## src/rtl/id_capture_buffer.sv

```systemverilog
//==============================================================================
// Module      : id_capture_buffer
// Description : Samples a multi-nibble ID word on a divided tick, debounces
//               it, and stores each new stable non-zero value nibble-reversed
//               into a DEPTH-deep buffer. The buffer is exposed as a flat bus
//               and an indexed read port, with done/overflow/clear control.
//
//               Optional build macro: ID_CAPTURE_DUP_FILTER_EN
//                 defined   - a capture whose reversed value already exists
//                             in a valid entry is rejected without write,
//                             pulse or overflow
//                 undefined - only back-to-back repeats are suppressed
//
// Ports       : clk      - system clock, rising edge
//               rst      - synchronous active-high reset
//               digit    - live ID word, all-zero means no reading
//               clr      - one-cycle synchronous buffer clear
//               rd_idx   - entry select for rd_data
//               rd_data  - entry[rd_idx], 0 when rd_idx >= DEPTH
//               result   - flat image, entry i at [W*i +: W]
//               count    - number of valid entries
//               wr_pulse - one-cycle strobe per stored entry
//               done     - buffer full
//               overflow - sticky, capture attempted while full
//
// Revision    : 1.0 - initial release
//==============================================================================
`default_nettype none

module id_capture_buffer #(
    parameter int  NIB        = 5,
    parameter int  DEPTH      = 20,
    parameter int  TICK_DIV   = 6000000,
    parameter int  STABLE_CNT = 2,
    localparam int W          = 4 * NIB,
    localparam int IW         = (DEPTH > 1) ? $clog2(DEPTH) : 1,
    localparam int CW         = $clog2(DEPTH + 1)
) (
    input  logic                 clk,
    input  logic                 rst,
    input  logic [W-1:0]         digit,
    input  logic                 clr,
    input  logic [IW-1:0]        rd_idx,
    output logic [W-1:0]         rd_data,
    output logic [W*DEPTH-1:0]   result,
    output logic [CW-1:0]        count,
    output logic                 wr_pulse,
    output logic                 done,
    output logic                 overflow
);

    localparam int          TW       = $clog2(TICK_DIV);
    localparam int          SW       = (STABLE_CNT > 1) ? $clog2(STABLE_CNT + 1) : 1;
    localparam logic [TW-1:0] TICK_LAST = TW'(TICK_DIV - 1);
    localparam logic [SW-1:0] STAB_MAX  = SW'(STABLE_CNT);
    localparam logic [CW-1:0] DEPTH_C   = CW'(DEPTH);

    logic [TW-1:0] tick_cnt_q, tick_cnt_d;
    logic [W-1:0]  last_q, last_d;
    logic [SW-1:0] stab_q, stab_d;
    logic [W-1:0]  last_stored_q, last_stored_d;
    logic [W-1:0]  entry_q [DEPTH];
    logic [W-1:0]  entry_d [DEPTH];
    logic [CW-1:0] count_q, count_d;
    logic          wr_pulse_q, wr_pulse_d;
    logic          done_q, done_d;
    logic          overflow_q, overflow_d;

    logic          tick;
    logic          fresh;
    logic          capture;
    logic          dup;
    logic [W-1:0]  digit_rev;

    assign tick = (tick_cnt_q == TICK_LAST);

    // Nibble k of the sample lands in nibble NIB-1-k of the stored entry.
    always_comb begin
        digit_rev = '0;
        for (int k = 0; k < NIB; k++) begin
            digit_rev[4*(NIB-1-k) +: 4] = digit[4*k +: 4];
        end
    end

    always_comb begin
        tick_cnt_d    = tick ? '0 : tick_cnt_q + 1'b1;
        last_d        = last_q;
        stab_d        = stab_q;
        last_stored_d = last_stored_q;
        entry_d       = entry_q;
        count_d       = count_q;
        wr_pulse_d    = 1'b0;
        done_d        = done_q;
        overflow_d    = overflow_q;
        fresh         = 1'b0;
        capture       = 1'b0;
        dup           = 1'b0;

        if (clr) begin
            // Clear wins over a coincident capture tick; the held value must
            // re-stabilise before it is stored again.
            last_d        = '0;
            stab_d        = '0;
            last_stored_d = '0;
            for (int i = 0; i < DEPTH; i++) begin
                entry_d[i] = '0;
            end
            count_d       = '0;
            done_d        = 1'b0;
            overflow_d    = 1'b0;
        end else if (tick) begin
            if (digit == '0) begin
                last_d = '0;
                stab_d = '0;
            end else if (digit != last_q) begin
                last_d = digit;
                stab_d = SW'(1);
            end else if (stab_q != STAB_MAX) begin
                stab_d = stab_q + 1'b1;
            end

            // A changed value starts a new appearance, so its prior
            // stability count is effectively zero (matters for STABLE_CNT=1).
            fresh   = (digit != last_q) || (stab_q != STAB_MAX);
            capture = (digit != '0) && (stab_d == STAB_MAX) && fresh &&
                      (digit != last_stored_q);

            if (capture) begin
`ifdef ID_CAPTURE_DUP_FILTER_EN
                for (int i = 0; i < DEPTH; i++) begin
                    if ((CW'(i) < count_q) && (entry_q[i] == digit_rev)) begin
                        dup = 1'b1;
                    end
                end
`endif
                if (dup) begin
                    last_stored_d = digit;
                end else if (count_q < DEPTH_C) begin
                    for (int i = 0; i < DEPTH; i++) begin
                        if (CW'(i) == count_q) begin
                            entry_d[i] = digit_rev;
                        end
                    end
                    count_d       = count_q + 1'b1;
                    last_stored_d = digit;
                    wr_pulse_d    = 1'b1;
                    done_d        = (count_q + 1'b1 == DEPTH_C);
                end else begin
                    overflow_d = 1'b1;
                end
            end
        end
    end

    always_ff @(posedge clk) begin
        if (rst) begin
            tick_cnt_q    <= '0;
            last_q        <= '0;
            stab_q        <= '0;
            last_stored_q <= '0;
            entry_q       <= '{default: '0};
            count_q       <= '0;
            wr_pulse_q    <= 1'b0;
            done_q        <= 1'b0;
            overflow_q    <= 1'b0;
        end else begin
            tick_cnt_q    <= tick_cnt_d;
            last_q        <= last_d;
            stab_q        <= stab_d;
            last_stored_q <= last_stored_d;
            entry_q       <= entry_d;
            count_q       <= count_d;
            wr_pulse_q    <= wr_pulse_d;
            done_q        <= done_d;
            overflow_q    <= overflow_d;
        end
    end

    always_comb begin
        rd_data = '0;
        if (32'(rd_idx) < DEPTH) begin
            rd_data = entry_q[rd_idx];
        end
    end

    generate
        for (genvar i = 0; i < DEPTH; i++) begin : g_flat
            assign result[W*i +: W] = entry_q[i];
        end
    endgenerate

    assign count    = count_q;
    assign wr_pulse = wr_pulse_q;
    assign done     = done_q;
    assign overflow = overflow_q;

endmodule

`default_nettype wire

```

## config.mk

```make
export PLATFORM = sky130hd
export DESIGN_NAME = id_capture_buffer
export DESIGN_NICKNAME = d
export VERILOG_FILES = /design/src/rtl/id_capture_buffer.sv
export SDC_FILE = /design/constraint.sdc
export NUM_CORES = 1
export LEC_CHECK = 0
export CAP_MARGIN = 0
export CORE_ASPECT_RATIO = 1.5
export CORE_MARGIN = 2
export CORE_UTILIZATION = 53
export CTS_BUF_LIST = sky130_fd_sc_hd__clkbuf_4
export DETAILED_ROUTE_END_ITERATION = 10
export GPL_ROUTABILITY_DRIVEN = 0
export HOLD_SLACK_MARGIN = 0.05
export PLACE_DENSITY = 0.8
export SYNTH_ARGS = -nofsm -noshare
export SYNTH_HDL_FRONTEND = slang
export SYNTH_SLANG_ARGS = --single-unit
export TNS_END_PERCENT = 50
```

## constraint.sdc

```tcl
create_clock -name clk -period 3.44 [get_ports clk]
set_input_delay 0.688 -clock clk [delete_from_list [all_inputs] [get_ports clk]]
set_output_delay 0.688 -clock clk [all_outputs]
set_load 0.005 [all_outputs]
```

; ---- After elaboration in Yosys (flattened, before gate mapping)
; Index checks and enable logic that the tools add are counted.
[word_totals]
ff_bits = 473
in_bits = 28
output_inout_bits = 428
word_cells = 109
[op_classes]
add_sub_neg = 3
magnitude_cmp = 3
n_eq_ne = 25
mux = 12
n_bitwise = 4
reduce_logical = 34
[op_table]
columns = op, n
row1 = 20-bit binary-select mux with 5-bit select, 1
row2 = 20-bit two-way mux, 5
row3 = 4-bit AND reduction, 20
row4 = "4-bit by 5-bit == test with 1-bit output, first input constant", 8
row5 = 20-bit != test, 2
row6 = "23-bit by 1-bit adder with 23-bit output, second input constant", 1
row7 = "23-bit == test, second input constant", 1
row8 = "3-bit by 5-bit == test with 1-bit output, first input constant", 4
row9 = "5-bit == test, first input constant", 4
row10 = 20-bit logical NOT, 1
row11 = 20-bit nonzero test, 1
row12 = "2-bit by 5-bit == test with 1-bit output, first input constant", 2
row13 = "5-bit < comparator, second input constant", 2
row14 = 2-bit two-way mux, 5
row15 = "6-bit greater-or-equal comparator, second input constant", 1
row16 = 5-bit NOT with 6-bit output, 1
row17 = 3-bit AND reduction, 2
row18 = "5-bit by 1-bit adder with 5-bit output, second input constant", 1
row19 = "1-bit by 5-bit == test with 1-bit output, first input constant", 1
row20 = "5-bit == test, second input constant", 1
row21 = 5-bit logical NOT, 1
row22 = 2-bit OR reduction, 2
row23 = 4-bit OR reduction, 1
row24 = 1-bit logical AND, 3
row25 = 8 further kinds, 10

; ---- Depth between registers and ports, before layout
; Gate-level depths: netlist of the first run.
[depth]
word_depth = 12
ltp_mapped = 9
depth_no_buf = 7

; ---- Worst setup path after synthesis of the first run
; OpenSTA, ideal clock, no wires.
[synth_timing]
path_type = input to output
start = input rd_idx[0]
end = output rd_data[12]
arrival_ns = 2.524
required_ns = 2.752
slack_ns = 0.228
cell_stages = 6
path_buffers = 3
path_cell_list = buf_2 buf_2 buf_1 mux4_2 mux2i_1 o22ai_1
[synth_between]
elab_chain_cells = 5
elab_cells_between_ends = 6
cone_classes = order compare (1) / mux (4) / bitwise (1)
[synth_lines]
columns = element, line_no
row1 = from (decl), 43  ; input logic [IW-1:0] rd_idx,
row2 = 5-bit NOT with 6-bit output (not written as such), 182  ; rd_data = entry_q[rd_idx];
row3 = 20-bit binary-select mux with 5-bit select, 182
row4 = 20-bit two-way mux (not written as such) (2 in a row), 182
row5 = 20-bit two-way mux *, 181  ; if (32'(rd_idx) < DEPTH) begin
row6 = to (decl), 44  ; output logic [W-1:0] rd_data,
; Every way passes the cells marked *; elsewhere a longest branch is shown, timed or not. The select of a mux whose other input is x is not followed.

; ---- Worst setup path in the final report of the first run
[layout_timing]
start = input rd_idx[1]
end = output rd_data[16]
; Same word-level chain as after synthesis.

==> out/metrics.yaml, run 1 <==
outcome: "complete, no violations"
synth_fp_nets: 2035
grt_antenna_before_repair: 4
grt_pass1_wl_um: 113000
detail_route.first_pass.iterations: 5
min_period_over_period_pct: 99.2
post_synthesis_sequential_area_ratio_pct: 45.3
worstSetupEndpoint: "rd_data[16]"
max_clock_freq_mhz: 293
hold_buffer_count_at_cts: 0
path_cells: "buf_4 > buf_4 > mux4_2 > a21oi_2 > o22ai_1 > clkdlybuf4s50_1"
final_net_count: 2559
detail_route.iter0.violations: 1801
tritoncts: "built"
setup-violations-final: 0
clockRootBuffer: "clkbuf_4"
ys_seq_elements: 473
p_total_mw: 10.6
crit_required_ns: 2.75
top_level_ports: 456
number_of_h_tree_levels: 3
routed_wire_length_per_instance_um: 24.5
final_layout_size_suffix_gt1_share_pct: 18.4
crit_start: "rd_idx[1]"
timing_max_transition_violations_final: 0
most_common_cell_in_the_synthesized_netlist: "mux2i_1"
preCtsSetupSlack_ns: -0.186
synth-edff-count: 0
worst_setup_hold_path_clk_slew_ns: 0.06
timing.critical_path.max_delay_family: "buffers and inverters"
post_synth_main_area_contributors: "dfxtp_1 45%, mux2i_1 23%, mux4_2 11%"
crit_path_category: "in -> out"
timing.rr.end: "result[92]$_SDFFE_PP0P_"
rows: 89
synthDistinctLibCells: 36
async_sr_flop_fraction_pct: 0
ys_warn_count: 0
via_count: 18414
max_slew_margin_pct: 45.2
drt_drc_violations_left: 0
power.leakage_nw: 12.9
irDropWorstVdd_mv: 0.265
final-seq-area_mm2: 0.00949
synthesis.area_mm2: 0.0209
clock-skew-final_ns: 0.0779
die_width_um: 166
finish.utilization_pct: 73.2
critical_path.endpoint_type: "primary output"
placement.io_buffers: 455
postSynthAreaPerCell_um2: 10.5
filler_cell_count: 2754
globalRoute.totalOverflow: 0
yosys-top-cells-count: "485 x mux2i_1, 473 x dfxtp_1, 461 x nand2_1, 123 x clkbuf_1, 100 x mux4_2"
routed_wirelength_um: 76000
cpPeakStageDelay_ns: 0.63
syn_inst: 1998
reg_to_reg_critical_path_startpoint: "tick_cnt_q[0]$_SDFF_PP0_"
yosysTopAreaCell: "dfxtp_1"
number_of_routed_nets_with_antenna_violations: 0
worst_pin_slew_ns: 0.822
cp.arrival_ns: 2.73
cap_violations: 0
flow.area_growth_from_synthesis_pct: 36.8
die_height_um: 247
number_of_hold_violations_in_the_final_report: 0
min_period_ns: 3.41
dpl.hpwl_um: 55900
design.die.area_mm2: 0.0411
r2r_cells: 9
r2r_setup_slack_ns: 0.63
cts-buffers-inserted: 108
critical_path_peak_fanout: 22
ys_dominant_reg_cell: "dfxtp_1"
cp_num_buf_inv: 3
cts.sinks: 473
clock_path_buffers: 3
vias_per_cell: 5.93
vias_in_the_first_global_route: 18908
cp.depth: 6
multi_input_area_mm2: 0.0110
critical-path-slowest-cell: "mux4_2"
core_area_mm2: 0.0391
maximum_number_of_pins_on_one_net_before_global_route_repair: 81
clock_latency_of_the_later_clocked_register_in_the_worst_skew_pair_ns: 0.85
min-delay-path-class: "reg -> reg"
synth_top_area_share_pct: 45.3
power.density_cell_area_mw_per_mm2: 370
grt_use_total_pct: 36.0
initial_utilization_pct: 53.5
crit_path_start_kind: "input port"
cpMostUsedCell: "buf_4"
setup_ws_post_layout_ns: 0.0263
registers in the layout, summed over array words and instances (netlist names):
| register | flops |
|---|---|
| result | 400 |
| tick_cnt_q | 23 |
| last_q | 20 |
| last_stored_q | 20 |
| count | 5 |
| stab_q | 2 |
| done | 1 |
| overflow | 1 |
| wr_pulse | 1 |
cells in the final DEF, fill, tap and decap left out, types with 6 or more instances in the layout:
cell type and count:
o22ai_1 15, nor2_1 69, a21oi_1 8, mux4_2 100
and3_1 15, nand2_1 461, a21oi_2 18, xor2_1 11
dlygate4sd2_1 15, xnor2_1 47, buf_12 39, o21ai_0 6
dfxtp_2 17, nand4_1 33, ha_1 9, and4_1 6
dfxtp_1 456, buf_4 102, clkinv_1 22, inv_1 7
mux2i_1 468, clkbuf_4 163, mux2i_4 13, clkdlybuf4s50_1 433
worst min-delay path by stage:
| stage | startpoint | endpoint | slack, ns | depth (start not counted) |
|---|---|---|---|---|
| 4_1_cts | tick_cnt_q[0]$_SDFF_PP0_ | tick_cnt_q[0]$_SDFF_PP0_ | 0.44 | 1 |
| 3_5_place_dp | tick_cnt_q[0]$_SDFF_PP0_ | tick_cnt_q[0]$_SDFF_PP0_ | 0.43 | 1 |
| 6_report | tick_cnt_q[0]$_SDFF_PP0_ | tick_cnt_q[0]$_SDFF_PP0_ | 0.44 | 1 |
| 2_1_floorplan | tick_cnt_q[0]$_SDFF_PP0_ | tick_cnt_q[0]$_SDFF_PP0_ | 0.41 | 1 |
| 5_1_grt | tick_cnt_q[0]$_SDFF_PP0_ | tick_cnt_q[0]$_SDFF_PP0_ | 0.47 | 1 |
| 3_3_place_gp | tick_cnt_q[0]$_SDFF_PP0_ | tick_cnt_q[0]$_SDFF_PP0_ | 0.42 | 1 |
cell families (layout without fill, tap and decap cells):
| group | count (synthesis) | count (layout) | share of synthesized area, % |
|---|---|---|---|
| AOI/OAI and AO/OA | 58 | 58 | 1.69 |
| xor gates and xnor gates | 58 | 58 | 2.43 |
| adders and majority gates | 9 | 9 | 0.538 |
| buffers and inverters | 188 | 794 | 3.63 |
| DFF | 473 | 473 | 45.3 |
| muxes | 585 | 585 | 34.0 |
| other | 0 | 3 | 0 |
| and+or+nand+nor | 627 | 627 | 12.5 |
timing repair:
item | in CTS | in global routing
resized for setup | 88 | 8
setup endpoints to repair | 20 | 5
setup buffers | 0 | 10
per-layer routing:
| metal | GRT usage (%) | part of all wire [%] | vias to the layer above |
|---|---|---|---|
| met5 | 0 | 0.036 | - |
| li1 | - | - | 8062 |
| met4 | 28.7 | 8.4 | 4 |
| met2 | 61.5 | 49 | 1119 |
| met1 | 38.6 | 34 | 8954 |
| met3 | 7.91 | 8.2 | 275 |
report_power, final:
group          total (mW)  internal, mW  switching (mW)
sequential           5.48          5.47         0.00194
combinational       0.569         0.217           0.352
clock                4.54          2.30            2.24
total                10.6          7.99            2.59
per-stage QoR:
stage / hold WS, ns / std cells / setup TNS (ns) / area, um^2
after floorplan: 0.413 / 1998 / 0 / 20900
after global placement: 0.424 / 2902 / -1.84 / 26800
after detailed placement: 0.432 / 2902 / -1.80 / 26800
after CTS: 0.444 / 3094 / -0.104 / 28500
after global routing: 0.469 / 3107 / -0.0156 / 28600
final: 0.441 / 3107 / 0 / 28600
final cells by class:
class / instances / share of cell area (%)
antenna: 3 / 0.0262
clock buffer: 163 / 4.28
clock inverter: 29 / 0.586
inverter: 7 / 0.0918
multi-input combinational: 1337 / 38.4
sequential: 473 / 33.2
tap: 500 / 2.19
timing repair buffer: 595 / 21.3
worst register-to-register path: stages, from the launching register on:
cell and delay (ns):
dfxtp_1 0.35, ha_1 0.22, and4_1 0.27, and3_1 0.24, nand3_1 0.23, a2111oi_4 0.37
buf_4 0.31, and4_1 0.30, buf_12 0.21, mux2i_1 0.25
(Power assumes the default switching activity.)
==> run 2, diff against run 1 <==
--- a/config.mk
+++ b/config.mk
@@ -8,12 +8,12 @@
 export CAP_MARGIN = 0
 export CORE_ASPECT_RATIO = 1.5
 export CORE_MARGIN = 2
-export CORE_UTILIZATION = 53
+export CORE_UTILIZATION = 25
 export CTS_BUF_LIST = sky130_fd_sc_hd__clkbuf_4
 export DETAILED_ROUTE_END_ITERATION = 10
 export GPL_ROUTABILITY_DRIVEN = 0
 export HOLD_SLACK_MARGIN = 0.05
-export PLACE_DENSITY = 0.8
+export PLACE_DENSITY = 0.42
 export SYNTH_ARGS = -nofsm -noshare
 export SYNTH_HDL_FRONTEND = slang
 export SYNTH_SLANG_ARGS = --single-unit
==> out/metrics.yaml, run 2 (synthesis gave the netlist of run 1 again) <==
finish.utilization_pct: 36.2
routed_wire_length_per_instance_um: 25.9
clock-skew-final_ns: 0.0828
final.hold.worst_slack_ns: 0.449
final_layout_size_suffix_gt1_share_pct: 22.5
most-common-layout-cells: "475 x mux2i_1, 461 x nand2_1, 432 x clkdlybuf4s50_1, 417 x dfxtp_1, 194 x clkbuf_4"
cap_violations: 0
most_common_cell_after_layout_fill_and_taps_aside: "mux2i_1"
grt_use_total_pct: 22.4
number_of_h_tree_levels: 4
min_period_over_period_pct: 98.1
finalSetupTns_ns: 0
final_net_count: 2602
cp.arrival_ns: 2.69
r2r_cells: 9
irDropWorstVdd_mv: 0.201
flip_flop_count_of_the_largest_register_all_copies_and_words_added: 400
worst_setup_hold_path_clk_slew_ns: 0.06
maximum_number_of_pins_on_one_net_before_global_route_repair: 100
routed_wirelength_um: 97800
placement.io_buffers: 455
met3WireLength_um: 8330
crit_path_category: "reg -> out"
die_height_um: 358
power.density_cell_area_mw_per_mm2: 392
setup-violations-final: 0
hold_buffer_count_at_cts: 0
cts-buffers-inserted: 133
grt_setup_unrepaired: "yes"
top_level_ports: 456
vias_per_cell: 4.68
outcome: "complete, no violations"
clockRootBuffer: "clkbuf_4"
number_of_hold_violations_in_the_final_report: 0
timing_max_transition_violations_final: 0
critical_path_peak_fanout: 2
grt_antenna_before_repair: 3
number_of_routed_nets_with_antenna_violations: 0
placed_area_mm2: 0.0278
cts.sinks: 473
critical_path.endpoint_type: "primary output"
via_count: 17679
globalRoute.totalOverflow: 0
detail_route.iter0.violations: 1018
rows: 129
crit_path_start_kind: "register"
drt_drc_violations_left: 0
layout.cell_area.non_filler_mm2: 0.0299
filler_cell_count: 8383
holdPathStages: 1
clock_latency_of_the_later_clocked_register_in_the_worst_skew_pair_ns: 1.02
core_area_mm2: 0.0826
grt_pass1_wl_um: 136000
detail_route.first_pass.iterations: 5
min-delay-path-class: "reg -> reg"
tritoncts: "built"
crit_required_ns: 2.75
design.die.area_mm2: 0.0860
flow.area_growth_from_synthesis_pct: 42.9
max_clock_freq_mhz: 296
vias_in_the_first_global_route: 18345
min_period_ns: 3.38
max_slew_margin_pct: 47.0
initial_utilization_pct: 25.3
dr_wl_met2_um: 49400
die_width_um: 240
worst_pin_slew_ns: 0.794
maxUsedRoutingLayer: "met4"
power.leakage_nw: 13.1
wl_met1_um: 37600
clock_path_buffers: 3
dpl.hpwl_um: 71600
## run 2: timing repair
item / 4_1_cts / 5_1_grt
buffers inserted: 11 / 2
pin swaps: 6 / 5
setup endpoints to repair: 20 / 18
gates cloned: 0 / 0
endpoints found under the hold margin: 0 / 0
gates resized for setup: 150 / 31
## run 2: power by group
group / switching [mW] / internal, mW
registers: 0.00201 / 5.47
clock network: 2.60 / 3.04
logic: 0.381 / 0.212
## run 2: per-layer routing
metal	vias to the layer above	global-route usage, %
met4	0	7.29
met3	130	8.07
met2	623	39.7
met5	-	0
li1	8167	-
met1	8759	24.9
## run 2: area by class of cell
| type | instances | area [um^2] | area share, % |
|---|---|---|---|
| sequential | 473 | 9550 | 32.0 |
| tap | 1113 | 1390 | 4.66 |
| inverter | 7 | 26.3 | 0.0880 |
| multi-input combinational | 1337 | 10900 | 36.5 |
| antenna | 5 | 12.5 | 0.0419 |
| clock buffer | 194 | 1460 | 4.87 |
| timing repair buffer | 613 | 6210 | 20.8 |
| clock inverter | 37 | 324 | 1.08 |
## run 2: worst paths after layout
path / startpoint / endpoint / slack (ns)
setup / recovery: result[64]$_SDFFE_PP0P_ / rd_data[4] / 0.06
hold / removal: tick_cnt_q[0]$_SDFF_PP0_ / tick_cnt_q[0]$_SDFF_PP0_ / 0.45
setup reg to reg: tick_cnt_q[0]$_SDFF_PP0_ / result[88]$_SDFFE_PP0P_ / 0.60
hold reg to reg: tick_cnt_q[0]$_SDFF_PP0_ / tick_cnt_q[0]$_SDFF_PP0_ / 0.45
## run 2: per-stage QoR
step | total power, mW | cells | setup WS [ns]
6_report | 11.7 | 3779 | 0.0638
5_1_grt | 12.2 | 3777 | -0.0701
4_1_cts | 11.9 | 3772 | -0.0787
3_5_place_dp | 6.20 | 3531 | -0.263
3_3_place_gp | 6.19 | 3531 | -0.262
2_1_floorplan | 5.89 | 1998 | 0.228
## run 2: worst max-delay path, cell delays in order, from the launching register on
cell	delay (ns)
dfxtp_4	0.35
mux4_2	0.50
mux2i_1	0.18
buf_4	0.17
nor2_2	0.04
a21oi_2	0.15
o22ai_2	0.13
buf_2	0.15
==> run 3, diff against run 2 <==
--- a/config.mk
+++ b/config.mk
@@ -14,6 +14,7 @@
 export GPL_ROUTABILITY_DRIVEN = 0
 export HOLD_SLACK_MARGIN = 0.05
 export PLACE_DENSITY = 0.42
+export SETUP_SLACK_MARGIN = 0.5
 export SYNTH_ARGS = -nofsm -noshare
 export SYNTH_HDL_FRONTEND = slang
 export SYNTH_SLANG_ARGS = --single-unit
==> out/metrics.yaml, run 3 (synthesis gave the netlist of run 1 again) <==
outcome: "complete, no violations"
cap_violations: 0
vias_per_cell: 4.70
detail_route.iter0.violations: 1023
grt_setup_unrepaired: "yes"
drt_drc_violations_left: 0
min_period_ns: 3.40
grt_pass1_wl_um: 129000
clock_path_buffers: 3
min-delay-path-class: "reg -> reg"
most-common-layout-cells: "480 x mux2i_1, 461 x nand2_1, 429 x clkdlybuf4s50_1, 381 x dfxtp_1, 192 x clkbuf_4"
hold_buffer_count_at_cts: 0
rows: 129
cts-buffers-inserted: 135
tritoncts: "built"
max_clock_freq_mhz: 294
final.hold.worst_slack_ns: 0.438
routed_wirelength_um: 90400
cpPeakStageDelay_ns: 0.51
most_common_cell_after_layout_fill_and_taps_aside: "mux2i_1"
die_width_um: 240
placement.io_buffers: 455
clock-skew-final_ns: 0.0642
number_of_h_tree_levels: 4
power.density_cell_area_mw_per_mm2: 382
via_count: 17798
number_of_routed_nets_with_antenna_violations: 0
power.leakage_nw: 13.2
crit_path_start_kind: "register"
final_layout_size_suffix_gt1_share_pct: 24.0
critical-path-slowest-cell: "mux4_2"
timing_max_transition_violations_final: 0
maximum_number_of_pins_on_one_net_before_global_route_repair: 144
design.die.area_mm2: 0.0860
switching_pwr_mw: 2.94
dpl.hpwl_um: 65800
clockRootBuffer: "clkbuf_4"
number_of_hold_violations_in_the_final_report: 0
grt_antenna_before_repair: 3
crit_path_category: "reg -> out"
flow.area_growth_from_synthesis_pct: 42.7
p_total_mw: 11.4
routed_wire_length_per_instance_um: 23.9
combinationalPowerShare_pct: 4.9
clock_latency_of_the_later_clocked_register_in_the_worst_skew_pair_ns: 0.99
top_level_ports: 456
swShare_pct: 25.8
globalRoute.totalOverflow: 0
worst_pin_slew_ns: 0.821
initial_utilization_pct: 25.3
critical_path_peak_fanout: 2
irDropWorstVdd_mv: 0.241
setup-violations-final: 0
final_net_count: 2614
worst_setup_hold_path_clk_slew_ns: 0.06
vias_in_the_first_global_route: 18610
p_seq_share_pct: 48.0
cts.sinks: 473
path_cells: "mux4_2 > mux2i_1 > buf_4 > nor2_1 > a21oi_2 > o22ai_2 > buf_2"
min_period_over_period_pct: 98.9
die_height_um: 358
critical_path.endpoint_type: "primary output"
cp.arrival_ns: 2.71
flip_flop_count_of_the_largest_register_all_copies_and_words_added: 400
detail_route.first_pass.iterations: 7
max_slew_margin_pct: 45.3
finish.utilization_pct: 36.1
crit_required_ns: 2.75
grt_use_total_pct: 20.7
core_area_mm2: 0.0826
clockPowerShare_pct: 47.1
intPower_mw: 8.45
[run 3: cell count changes in the layout (fill, tap and decap cells not counted), sizes merged]
cell,change
diode,-3
clkdlybuf4s50,-3
clkinvlp,+2
clkdlybuf4s15,-1
clkbuf,-8
buf,+17
inv,+6
dlygate4sd2,+3
clkinv,-2
bufinv,-3
[run 3: cell type report]
cell class | instances | area, um^2
diodes | 2 | 5.00
clock buffers | 192 | 1440
clock inverters | 40 | 251
fillers | 8454 | 52800
inverters | 7 | 26.3
multi-input cells | 1337 | 10900
flip-flops and latches | 473 | 9620
well taps | 1113 | 1390
repair buffers | 623 | 6170
[run 3: power groups by stage]
stage	clock network [mW]	logic (mW)	registers, mW
CTS	5.60	0.566	5.47
floorplan	0	0.289	5.60
detailed placement	0	0.557	5.60
finish	5.36	0.558	5.47
global placement	0	0.553	5.60
global route	5.86	0.591	5.46
[run 3: repair_timing]
| item | 4_1_cts | 5_1_grt |
|---|---|---|
| resized for setup | 187 | 41 |
| pin swaps | 9 | 19 |
| endpoints found under the setup margin | 25 | 28 |
| setup buffers | 31 | 9 |
[run 3: critical path: cells and delay by family (launching register included)]
kind	cells	cell delay, ns
buf+inv	2	0.33
mux	2	0.71
compound gates	2	0.31
simple gates	1	0.06
flops	1	0.32
[run 3: per-stage QoR]
stage	setup WS, ns	instance area (um^2)	setup TNS, ns	std cells
after floorplan	0.499	20900	0	1998
after global placement	-0.118	27500	-0.849	3513
after detailed placement	-0.148	27500	-1.32	3513
after CTS	-0.129	29700	-1.10	3776
after global routing	-0.121	29800	-0.600	3787
final	0.0384	29800	0	3787
[run 3: path summary, 6_finish.rpt]
path | start | endpoint | slack (ns) | depth (start not counted)
setup / recovery | result[387]$_SDFFE_PP0P_ | rd_data[7] | 0.04 | 7
hold reg to reg | tick_cnt_q[0]$_SDFF_PP0_ | tick_cnt_q[0]$_SDFF_PP0_ | 0.44 | 1
hold / removal | tick_cnt_q[0]$_SDFF_PP0_ | tick_cnt_q[0]$_SDFF_PP0_ | 0.44 | 1
setup reg to reg | tick_cnt_q[0]$_SDFF_PP0_ | result[345]$_SDFFE_PP0P_ | 0.67 | 9
[run 3: metal layers]
layer | part of all wire (%) | GRT usage (%) | wire length, um | up-vias
met1 | 41 | 24.3 | 36700 | 8819
met4 | 3.1 | 8.11 | 2840 | 2
met2 | 49 | 35.7 | 44700 | 635
li1 | - | - | - | 8191
met5 | 0.018 | 0 | 16 | -
met3 | 6.8 | 5.85 | 6150 | 151
